**src/rtl/harmonic_scheduler.sv**
```systemverilog
// Per-sample harmonic sequencer: on every sample tick it walks the requested harmonics,
// fetches each phase, drives the sine LUT address and feeds the scaled fraction accumulator.
module harmonic_scheduler #(
    parameter int SAMPLEINTERVAL = 1500,
    parameter int MAX_HARM       = 64,
    parameter int DIV_BIT        = 7
) (
    input  logic               fpga_clock,
    input  logic               reset,
    input  logic [15:0]        frequency,
    input  logic [7:0]         harmonic_count,
    input  logic [DIV_BIT-1:0] decay_step,
    input  logic               pos_ready,
    input  logic [15:0]        sample_pos,
    input  logic               adder_ready,
    output logic [7:0]         harmonic,
    output logic               pos_next,
    output logic [10:0]        lut_addr,
    output logic               adder_start,
    output logic               adder_clear,
    output logic [DIV_BIT-1:0] adder_mult,
    output logic               frame_done,
    output logic               busy,
    output logic               overrun
);

    localparam int                 TICK_W    = (SAMPLEINTERVAL > 1) ? $clog2(SAMPLEINTERVAL) : 1;
    localparam logic [TICK_W-1:0]  TICK_LAST = TICK_W'(SAMPLEINTERVAL - 1);
    localparam logic [DIV_BIT-1:0] MULT_FULL = '1;
    localparam logic [7:0]         HARM_MAX  = 8'(MAX_HARM);
    localparam logic [23:0]        NYQUIST   = 24'd32768;

    typedef enum logic [3:0] {
        S_IDLE,
        S_CLEAR,
        S_POS_WAIT,
        S_LUT_WAIT,
        S_ADD_WAIT,
        S_NEXT,
        S_DRAIN,
        S_DRAIN_WAIT,
        S_DONE
    } state_t;

    state_t             state_reg, state_next;
    logic [TICK_W-1:0]  tick_count_reg;
    logic               tick;
    logic [15:0]        freq_reg, freq_next;
    logic [7:0]         count_reg, count_next;
    logic [DIV_BIT-1:0] decay_reg, decay_next;
    logic [7:0]         harmonic_reg, harmonic_next;
    logic [DIV_BIT-1:0] mult_reg, mult_next;
    logic [10:0]        lut_addr_reg, lut_addr_next;
    logic               overrun_reg;
    logic [7:0]         harmonic_inc;
    logic [7:0]         count_clamped;
    logic [23:0]        product;
    logic               skip;
    logic               in_frame;
    logic               pos_next_c, adder_start_c, adder_clear_c, frame_done_c;

    // Free-running sample timebase; frame activity never stretches it.
    always_ff @(posedge fpga_clock) begin
        if (reset) begin
            tick_count_reg <= '0;
        end else if (tick) begin
            tick_count_reg <= '0;
        end else begin
            tick_count_reg <= tick_count_reg + 1'b1;
        end
    end

    assign tick     = (tick_count_reg == TICK_LAST);
    assign in_frame = (state_reg != S_IDLE);

    always_ff @(posedge fpga_clock) begin
        if (reset) begin
            overrun_reg <= 1'b0;
        end else if (tick && in_frame) begin
            overrun_reg <= 1'b1;
        end
    end

    assign harmonic_inc  = harmonic_reg + 8'd1;
    assign product       = {8'd0, freq_reg} * {16'd0, harmonic_inc};
    // Harmonics at or above half the phase range alias, and zero-weight ones add nothing.
    assign skip          = (mult_reg == '0) || (product >= NYQUIST);
    assign count_clamped = (harmonic_count == 8'd0)     ? 8'd1 :
                           (harmonic_count > HARM_MAX)  ? HARM_MAX : harmonic_count;

    always_ff @(posedge fpga_clock) begin
        if (reset) begin
            state_reg    <= S_IDLE;
            freq_reg     <= '0;
            count_reg    <= 8'd1;
            decay_reg    <= '0;
            harmonic_reg <= '0;
            mult_reg     <= MULT_FULL;
            lut_addr_reg <= '0;
        end else begin
            state_reg    <= state_next;
            freq_reg     <= freq_next;
            count_reg    <= count_next;
            decay_reg    <= decay_next;
            harmonic_reg <= harmonic_next;
            mult_reg     <= mult_next;
            lut_addr_reg <= lut_addr_next;
        end
    end

    always_comb begin
        state_next    = state_reg;
        freq_next     = freq_reg;
        count_next    = count_reg;
        decay_next    = decay_reg;
        harmonic_next = harmonic_reg;
        mult_next     = mult_reg;
        lut_addr_next = lut_addr_reg;
        pos_next_c    = 1'b0;
        adder_start_c = 1'b0;
        adder_clear_c = 1'b0;
        frame_done_c  = 1'b0;
        case (state_reg)
            S_IDLE: begin
                if (tick) begin
                    state_next = S_CLEAR;
                end
            end
            S_CLEAR: begin
                adder_clear_c = 1'b1;
                harmonic_next = '0;
                mult_next     = MULT_FULL;
                freq_next     = frequency;
                decay_next    = decay_step;
                count_next    = count_clamped;
                state_next    = S_POS_WAIT;
            end
            S_POS_WAIT: begin
                if (pos_ready) begin
                    lut_addr_next = sample_pos[15:5];
                    pos_next_c    = 1'b1;
                    state_next    = S_LUT_WAIT;
                end
            end
            S_LUT_WAIT: begin
                state_next = S_ADD_WAIT;
            end
            S_ADD_WAIT: begin
                if (skip) begin
                    state_next = S_NEXT;
                end else if (adder_ready) begin
                    adder_start_c = 1'b1;
                    state_next    = S_NEXT;
                end
            end
            S_NEXT: begin
                harmonic_next = harmonic_inc;
                mult_next     = (mult_reg > decay_reg) ? (mult_reg - decay_reg) : '0;
                state_next    = (harmonic_inc < count_reg) ? S_POS_WAIT : S_DRAIN;
            end
            S_DRAIN: begin
                state_next = S_DRAIN_WAIT;
            end
            S_DRAIN_WAIT: begin
                if (adder_ready) begin
                    state_next = S_DONE;
                end
            end
            S_DONE: begin
                frame_done_c = 1'b1;
                state_next   = S_IDLE;
            end
            default: begin
                state_next = S_IDLE;
            end
        endcase
    end

    // Flags are masked during reset so the outputs are quiet from the first reset cycle.
    assign pos_next    = pos_next_c & ~reset;
    assign adder_start = adder_start_c & ~reset;
    assign adder_clear = adder_clear_c & ~reset;
    assign frame_done  = frame_done_c & ~reset;
    assign busy        = in_frame & ~reset;
    assign overrun     = overrun_reg & ~reset;
    assign harmonic    = harmonic_reg;
    assign lut_addr    = lut_addr_reg;
    assign adder_mult  = mult_reg;

endmodule
```
**config.mk**
```make
export PLATFORM = sky130hd
export DESIGN_NAME = harmonic_scheduler
export DESIGN_NICKNAME = d
export VERILOG_FILES = /design/src/rtl/harmonic_scheduler.sv
export SDC_FILE = /design/constraint.sdc
export NUM_CORES = 1
export LEC_CHECK = 0
export ABC_AREA = 1
export CELL_PAD_IN_SITES_DETAIL_PLACEMENT = 1
export CELL_PAD_IN_SITES_GLOBAL_PLACEMENT = 1
export CORE_ASPECT_RATIO = 1.75
export CORE_MARGIN = 5
export CORE_UTILIZATION = 32
export DETAILED_ROUTE_END_ITERATION = 8
export GPL_TIMING_DRIVEN = 0
export PLACE_DENSITY = 0.65
export SYNTH_ARGS = -nofsm -noshare
export SYNTH_HDL_FRONTEND = slang
export SYNTH_SLANG_ARGS = --single-unit
```
**constraint.sdc**
```tcl
create_clock -name fpga_clock -period 7.41 [get_ports fpga_clock]
set_input_delay 1.1115 -clock fpga_clock [delete_from_list [all_inputs] [get_ports fpga_clock]]
set_output_delay 1.1115 -clock fpga_clock [all_outputs]
set_load 0.05 [all_outputs]
```
==> impl_metrics.env <==
export IMPL_status="complete, no violations"
export IMPL_worst_slew_pin_slew_ns=0.602
export IMPL_dpl_hpwl_um=20900
export IMPL_grt_remaining_overflow=0
export IMPL_nets=1367
export IMPL_path_buf_inv=6
export IMPL_grt_max_degree=12
export IMPL_ir_drop_v=0.000184
export IMPL_crit_path_frequent_cell="nand2_1"
export IMPL_crit_slowest_cell="fa_1"
export IMPL_criticalPathCategory="flop to primary output"
export IMPL_syn_area_per_cell_um2=7.07
export IMPL_critPathMaxStageDelay_ns=0.54
export IMPL_finalCriticalPeriod_ns=7.10
export IMPL_tritoncts="done"
export IMPL_htreeDepth=3
export IMPL_worst_skew_pair_late_latency_ns=0.35
export IMPL_synthesis_area_um2=7620
export IMPL_dp_cells=1459
export IMPL_timing_slew_headroom_pct=59.5
export IMPL_track_usage_pct=18.4
export IMPL_final_util_pct=39.6
export IMPL_io_buffer_count=76
export IMPL_drt_pass1_iter_count=4
export IMPL_ys_ff_latch=73
export IMPL_cts_num_sinks=73
export IMPL_initial_core_util_pct=32.5
export IMPL_viasPerCell=4.78
export IMPL_synthArstFlopShare_pct=0
export IMPL_dieArea_um2=27100
export IMPL_path_max_fanout=10
export IMPL_synth_edf_count=0
export IMPL_stdcell_count=1479
export IMPL_ant_nets=0
export IMPL_place_congestion=0.842
export IMPL_ys_seq_area_share_pct=19.2
export IMPL_diodes=0
export IMPL_dp_slack_ns=-0.635
export IMPL_postPlaceCellArea_um2=8760
export IMPL_crit_family="adder cells"
export IMPL_coreArea_um2=23400
export IMPL_antenna_found_initial=0
export IMPL_nFillCells=2915
export IMPL_synthCells=1079
export IMPL_period_share_pct=95.8
export IMPL_die_x_um=127
export IMPL_skew_ns=0.00615
export IMPL_grt_pass1_vias=8030
export IMPL_fin_area_um2=9270
export IMPL_cp_end_kind="primary output"
export IMPL_maxCapViolCount=0
export IMPL_fmax_ghz=0.141
export IMPL_seq_area_um2=1460
export IMPL_synth_cell_types=39
export IMPL_power_density_nw_per_um2=187
export IMPL_largest_register_ffs=16
export IMPL_cts_root_buffer="clkbuf_16"
export IMPL_setup_tns_ns=0
export IMPL_worstPathArrival_ns=5.99
export IMPL_grt_pass1_wl_um=39800
export IMPL_setup_violations_final=0
export IMPL_cts_buffers=9
export IMPL_crit_path_start_kind="flop"
export IMPL_row_count=74
export IMPL_final_hold_violation_count=0
export IMPL_clock_path_buffers=2
export IMPL_ios=83
export IMPL_required_ns=6.30
export IMPL_clkSlewWorstSetupHoldPaths_ns=0.06
export IMPL_syn_to_final_growth_pct=21.6
export IMPL_min_path_type="flop to flop"
export IMPL_fp_dieH_um=214
export IMPL_hold_buffers=0
export IMPL_multi_input_area_um2=5270
export IMPL_drt_iter0_drc=164
export IMPL_layout_setup_ws_ns=0.308
export IMPL_ys_flop_type="dfxtp_1"
export IMPL_final_max_slew_viol_count=0
export IMPL_vias=7071
export IMPL_drc_errors=0
export IMPL_wirelength_um=24000
export IMPL_wl_per_cell_um=16.2
export IMPL_synth_nets=1275
export IMPL_drive_above_1_share_pct=7.23
export IMPL_yosys_warnings=0
export IMPL_leakage_uw=0.00435
==> metal layers <==
metal  track usage (%)  wire [µm]
met3              3.09        713
met4              8.59       1120
met5                 0          0
met1              16.8       8010
met2              37.8      14100
==> where the power goes <==
group | switching (µW) | internal, µW
Sequential | 60.3 | 467
Combinational | 506 | 240
Clock | 170 | 295
==> area by class of cell <==
cell class	instances	share of cell area (%)
multi-input combinational	745	56.8
sequential	73	15.8
inverter	233	9.62
timing repair buffer	82	8.66
tap	304	4.10
clock buffer	13	3.02
buffer	27	1.58
clock inverter	2	0.378
==> synth_stat cells (4+ instances only) <==
cell | number | area [µm²]
nand2_2 | 4 | 25.0
nand4_1 | 9 | 56.3
a21oi_1 | 78 | 390
xnor2_1 | 4 | 35.0
xor2_1 | 4 | 35.0
fa_1 | 85 | 1700
inv_2 | 6 | 22.5
nor2_2 | 4 | 25.0
nor4_1 | 6 | 37.5
nand3_1 | 34 | 170
inv_1 | 227 | 852
nor2_1 | 138 | 518
nand3b_1 | 6 | 45.0
dfxtp_1 | 73 | 1460
nand2_1 | 233 | 875
o21ai_0 | 41 | 205
ha_1 | 60 | 751
nor3_1 | 6 | 30.0
clkbuf_1 | 24 | 90.1
==> final timing paths <==
path,from,end,slack [ns],cells after the start
setup / recovery,harmonic[1],adder_start,0.31,28
hold / removal,tick_count_reg[0],tick_count_reg[0],0.45,1
setup reg to reg,harmonic[1],state_reg[0],1.67,29
hold reg to reg,tick_count_reg[0],tick_count_reg[0],0.45,1
==> cell usage in the layout (no fill, tap or decap), types with 8 or more instances in the layout <==
cell and instances:
inv_1 223, nand4_1 9, dfxtp_1 71, clkbuf_1 19
buf_4 10, a21oi_1 75, clkdlybuf4s50_1 75, o21ai_0 39
nand3_1 33, nor2_2 8, nand2_1 226, nand2_2 9
fa_1 85, nor2_1 131, clkbuf_16 9, ha_1 58
==> through the flow <==
stage / total power [µW] / hold WS [ns]
CTS: 1760 / 0.456
global placement: 1270 / 0.436
finish: 1740 / 0.449
global route: 1890 / 0.477
detailed placement: 1290 / 0.443
floorplan: 1030 / 0.418
==> what timing repair did <==
item,4_1_cts,5_1_grt
setup buffers,3,3
pin swaps,1,7
endpoints found under the hold margin,0,0
endpoints found under the setup margin,1,1
resized for setup,27,37
==> kinds of logic (layout without fill, tap and decap cells) <==
kind of cell	after synthesis	count (layout)	synth area share [%]
xor gates and xnor gates	8	8	0.919
adders and majority gates	145	145	32.2
DFF	73	73	19.2
AOI/OAI and AO/OA	134	134	9.22
and+or+nand+nor	458	458	25.6
buffers and inverters	261	357	12.9
Note: power is estimated with default switching activity, not from simulation.
==> variant 1 (same flow settings) <==
Change the parameter `MAX_HARM` from 64 to 32.
--- a/src/rtl/harmonic_scheduler.sv
+++ b/src/rtl/harmonic_scheduler.sv
@@ -3,5 +3,5 @@
 module harmonic_scheduler #(
     parameter int SAMPLEINTERVAL = 1500,
-    parameter int MAX_HARM       = 64,
+    parameter int MAX_HARM       = 32,
     parameter int DIV_BIT        = 7
 ) (
Behaviour: same outputs for any inputs over 10 cycles, from zero or initial values and one cycle with reset high; that may be too few to reach the edited logic, so the function may still have changed.
==> variant 1 against the original RTL <==
Sequential cell count unchanged. Area after synthesis down 1.2%. Worst setup slack improved by 0.016 ns. Combinational power decreased by 23%. Cell area is 0.84% higher. Critical path depth fell by 2. Wire length is 1.3% higher. Global-route usage grew 0.21 points. Power down 14%. Critical endpoint unchanged. Highest routed layer unchanged.
==> variant 1: results <==
final_layout:
  post-route-util_pct: 40.1
  finalNetCount: 1341
  layout-drive-gt1-share_pct: 9.04
  nFillCells: 2983
critical_path:
  max_stage_delay_ns: 0.54
  crit_fanout: 11
  reg2reg_slack_ns: 1.76
  critPathSlowestCell: "fa_1"
  worstReg2RegStart: "harmonic[0]$_SDFFE_PP0P_"
  cp.arrival_ns: 5.97
  r2r_end: "state_reg[2]$_SDFFE_PP0P_"
  ff2ff_path_depth: 27
route:
  initialDrtViolationCount: 161
  via_per_inst: 4.80
  wl_um: 24300
clocking:
  htree_levels: 3
  cts-root-buf: "clkbuf_16"
power:
  cell_internal_pwr_uw: 903
  vdd_drop_max_v: 0.000172
  p_leak_uw: 0.00424
synth:
  synthesis.nets: 1245
  netlist_top_cells_count: "212 x inv_1, 204 x nand2_1, 134 x nor2_1"
  ys_warn_count: 0
  synth_xor_area_share_pct: 0.930
  yosys.area_share.adder_pct: 32.5
  synth_compound_area_share_pct: 10.4
  ys_seq_area_share_pct: 19.4
  synthTopCellsByArea: "fa_1 23%, dfxtp_1 19%, inv_1 11%, nand2_1 10%, ha_1 10%"
  ys_types: 44
global_route:
  grt_pass1_vias: 7752
  antenna_found_initial: 0
  grt_pass1_wl_um: 39100
  grtUsageTotal_pct: 18.7
timing:
  min_period_ns: 7.09
  slew_headroom_pct: 52.9
  skew_ns: 0.00825
hold_path:
  min_from: "count_reg[7]$_SDFFE_PP0P_"
  min_path_cells: 2
  hold_end: "count_reg[7]$_SDFFE_PP0P_"
placement:
  dp.final_hpwl_um: 20700
  gp_congestion: 0.873
  place_ws_ns: -0.788
  place_area_mm2: 0.00868
run_status:
  outcome: "finished clean"
## variant 1: cell count changes in the layout (fill, tap and decap cells not counted), sizes merged, moves of 2 or more
cell,unedited run,this run
o21ai,44,52
nor4,8,4
nand2,237,210
nor3,8,11
buf,14,17
a21o,3,1
clkinv,1,3
o22ai,0,2
nand3b,6,3
inv,229,214
o21bai,3,6
and2,0,2
a21oi,79,83
## variant 1: cell type report
| class | count | share of cell area, % |
|---|---|---|
| Sequential cell | 73 | 15.7 |
| Inverter | 218 | 9.01 |
| Clock buffer | 13 | 2.68 |
| Timing Repair Buffer | 86 | 9.05 |
| Multi-Input combinational cell | 731 | 57.4 |
| Buffer | 26 | 1.70 |
| Tap cell | 304 | 4.07 |
| Clock inverter | 3 | 0.428 |
## variant 1: worst max-delay path, delay by kind of cell (launching register included)
kind                       cells  cell delay (ns)
adders and majority gates      6             2.59
and+or+nand+nor               11             1.51
buffers and inverters          7             0.79
DFF                            1             0.37
AOI/OAI and AO/OA              2             0.35
## variant 1: layer usage
metal / vias up / wire length [um] / GRT usage, %
met3: 42 / 480 / 2.13
li1: 3410 / - / -
met4: 0 / 900 / 7.89
met2: 84 / 14600 / 39.5
met5: - / 0 / 0
met1: 3446 / 8320 / 17.4
## variant 1: power groups by stage
stage	Sequential, uW	Combinational [uW]	Clock (uW)
detailed placement	501	552	0
global route	500	649	468
global placement	499	538	0
floorplan	494	362	0
finish	493	570	438
CTS	493	555	453
## variant 1: metrics by stage
step	hold slack (ns)	std cells
detailed placement	0.443	1429
finish	0.452	1454
CTS	0.458	1446
global route	0.466	1454
global placement	0.434	1429
floorplan	0.418	1049
## variant 1: timing repair
action	CTS	global route
gates cloned	0	0
endpoints found under the setup margin	1	1
resized for setup	32	63
pin swaps	0	20
hold endpoints to repair	0	0
buffers inserted	1	9
==> variant 2 (same flow settings) <==
Made on the original files. Re-encode `state_t` (9 states) as one-hot, 9 bits wide.
--- a/src/rtl/harmonic_scheduler.sv
+++ b/src/rtl/harmonic_scheduler.sv
@@ -31,14 +31,14 @@
     localparam logic [23:0]        NYQUIST   = 24'd32768;
 
-    typedef enum logic [3:0] {
-        S_IDLE,
-        S_CLEAR,
-        S_POS_WAIT,
-        S_LUT_WAIT,
-        S_ADD_WAIT,
-        S_NEXT,
-        S_DRAIN,
-        S_DRAIN_WAIT,
-        S_DONE
+    typedef enum logic [8:0] {
+        S_IDLE       = 9'b000000001,
+        S_CLEAR      = 9'b000000010,
+        S_POS_WAIT   = 9'b000000100,
+        S_LUT_WAIT   = 9'b000001000,
+        S_ADD_WAIT   = 9'b000010000,
+        S_NEXT       = 9'b000100000,
+        S_DRAIN      = 9'b001000000,
+        S_DRAIN_WAIT = 9'b010000000,
+        S_DONE       = 9'b100000000
     } state_t;
 
Function: same outputs for any inputs over 10 cycles, from zero or initial values and one cycle with reset high; not proved beyond that.
==> variant 2 against the original RTL <==
Worst setup slack got worse by 0.0018 ns. Non-clock buffer count increased by 7. Sequential cell count increased by 5. Hold slack about the same. Utilization decreased by 0.33 points. Die area increased by 2.8%. Cell area increased by 3.5%. Wire length increased by 5.9%. Area after synthesis increased by 3.0%. Maximum frequency about the same. Critical path type unchanged. Highest routed layer unchanged.
Power is not compared: it rests on default switching activity, and its combinational part moved more than twofold at a synthesized area within 25%.
==> variant 2: results <==
run_status:
  outcome: "finished clean"
clocking:
  clkLatencyLatePin_ns: 0.36
  cts_buffers: 9
  clk_pin_slew_ns: 0.06
timing:
  slew_headroom_pct: 27.9
  skew_ns: 0.00844
  fin_crit_sh_pct: 95.9
final_layout:
  finalNetCount: 1406
  layout-drive-gt1-share_pct: 8.40
  diodes: 0
  largest_register_ffs: 16
global_route:
  grt_max_degree: 15
  grt_pass1_vias: 8106
  grt_pass1_wl_um: 40500
  grtUsageTotal_pct: 18.6
route:
  dr_total_vias: 7368
  wl_per_cell_um: 16.6
  initialDrtViolationCount: 163
critical_path:
  r2r_end: "state_reg[8]$_SDFFE_PP0P_"
  reg2reg_slack_ns: 1.78
  ff2ff_path_depth: 31
  crit_start: "harmonic[0]$_SDFFE_PP0P_"
  critPathSlowestCell: "fa_1"
  crit_fanout: 10
  max_stage_delay_ns: 0.55
synth:
  synthTopCellsByArea: "fa_1 22%, dfxtp_1 20%, inv_1 12%, nand2_1 9.9%, ha_1 9.6%"
  netlist_top_cells_count: "250 x inv_1, 208 x nand2_1, 149 x nor2_1"
  synthesis.nets: 1306
  ys_warn_count: 0
  ys_seq_area_share_pct: 19.9
placement:
  io_buffers: 76
  dp.final_hpwl_um: 22000
  place_ws_ns: -0.682
  gp_congestion: 0.883
hold_path:
  min_path_cells: 1
  hold_end: "tick_count_reg[0]$_SDFF_PP0_"
  min_from: "tick_count_reg[0]$_SDFF_PP0_"
power:
  p_leak_uw: 0.00441
==> variant 2: cell types whose count changed after synthesis, moves of 5 or more <==
cell      unedited run  this run
a211oi_1             0        12
a21oi_1             78        64
dfxtp_1             73        78
inv_1              227       250
nand2_1            233       208
nand3_1             34        46
nor2_1             138       149
o21ai_0             41        48
==> variant 2: cell families (layout without fill, tap and decap cells) <==
| group | Yosys count | after routing | synth area share, % |
|---|---|---|---|
| AND/OR/NAND/NOR | 454 | 454 | 24.6 |
| buffers and inverters | 286 | 391 | 13.7 |
| adder cells (fa/ha/maj) | 145 | 145 | 31.2 |
| AO/OA/AOI/OAI | 138 | 138 | 9.56 |
| flip-flops | 78 | 78 | 19.9 |
| XOR/XNOR | 9 | 9 | 1.00 |
==> variant 2: timing repair <==
action	4_1_cts	5_1_grt
pin swaps	0	9
buffers inserted	1	13
setup endpoints to repair	1	1
cloned	0	0
gates resized for setup	21	52
==> variant 2: per-stage QoR <==
step                      util (%)  instance area [um^2]  instances  hold slack, ns
after global placement        36.9                  9010       1498           0.435
final                         39.3                  9590       1527           0.449
after global routing          39.3                  9590       1527           0.481
after detailed placement      36.9                  9010       1498           0.442
after CTS                     38.3                  9360       1515           0.457
after floorplan                  -                  7860       1110           0.418
==> variant 2: layout make-up <==
| class | count | area (um^2) |
|---|---|---|
| multi-input cells | 746 | 5330 |
| clock inverters | 6 | 68.8 |
| inverters | 259 | 991 |
| well taps | 312 | 390 |
| plain buffers | 26 | 138 |
| clock buffers | 10 | 239 |
| repair buffers | 90 | 863 |
| flip-flops and latches | 78 | 1570 |
| fillers | 3043 | 14800 |
==> variant 2: how the worst max path moves through the flow <==
stage	end	depth (start not counted)
2_1_floorplan	adder_start	30
6_report	adder_start	28
5_1_grt	adder_start	29
3_5_place_dp	adder_start	27
4_1_cts	adder_start	27
3_3_place_gp	adder_start	26
==> variant 2: per-layer routing <==
metal / part of all wire (%) / track usage (%)
met5: 0 / 0
met4: 5.5 / 9.35
met3: 2.6 / 2.68
met2: 59 / 38.6
met1: 33 / 16.5
==> variant 2: worst reg2reg max path, delay by kind of cell (launching register included) <==
kind	cells	cell delay, ns
adders and majority gates	6	2.58
and+or+nand+nor	16	1.69
buffers and inverters	8	0.65
DFF	1	0.39
AOI/OAI and AO/OA	1	0.19
==> variant 2: power groups by stage <==
stage	registers, uW	clock network, uW	logic, uW
3_3_place_gp	470	0	258
6_report	461	466	260
3_5_place_dp	471	0	262
2_1_floorplan	474	0	160
4_1_cts	462	476	264
5_1_grt	464	491	291
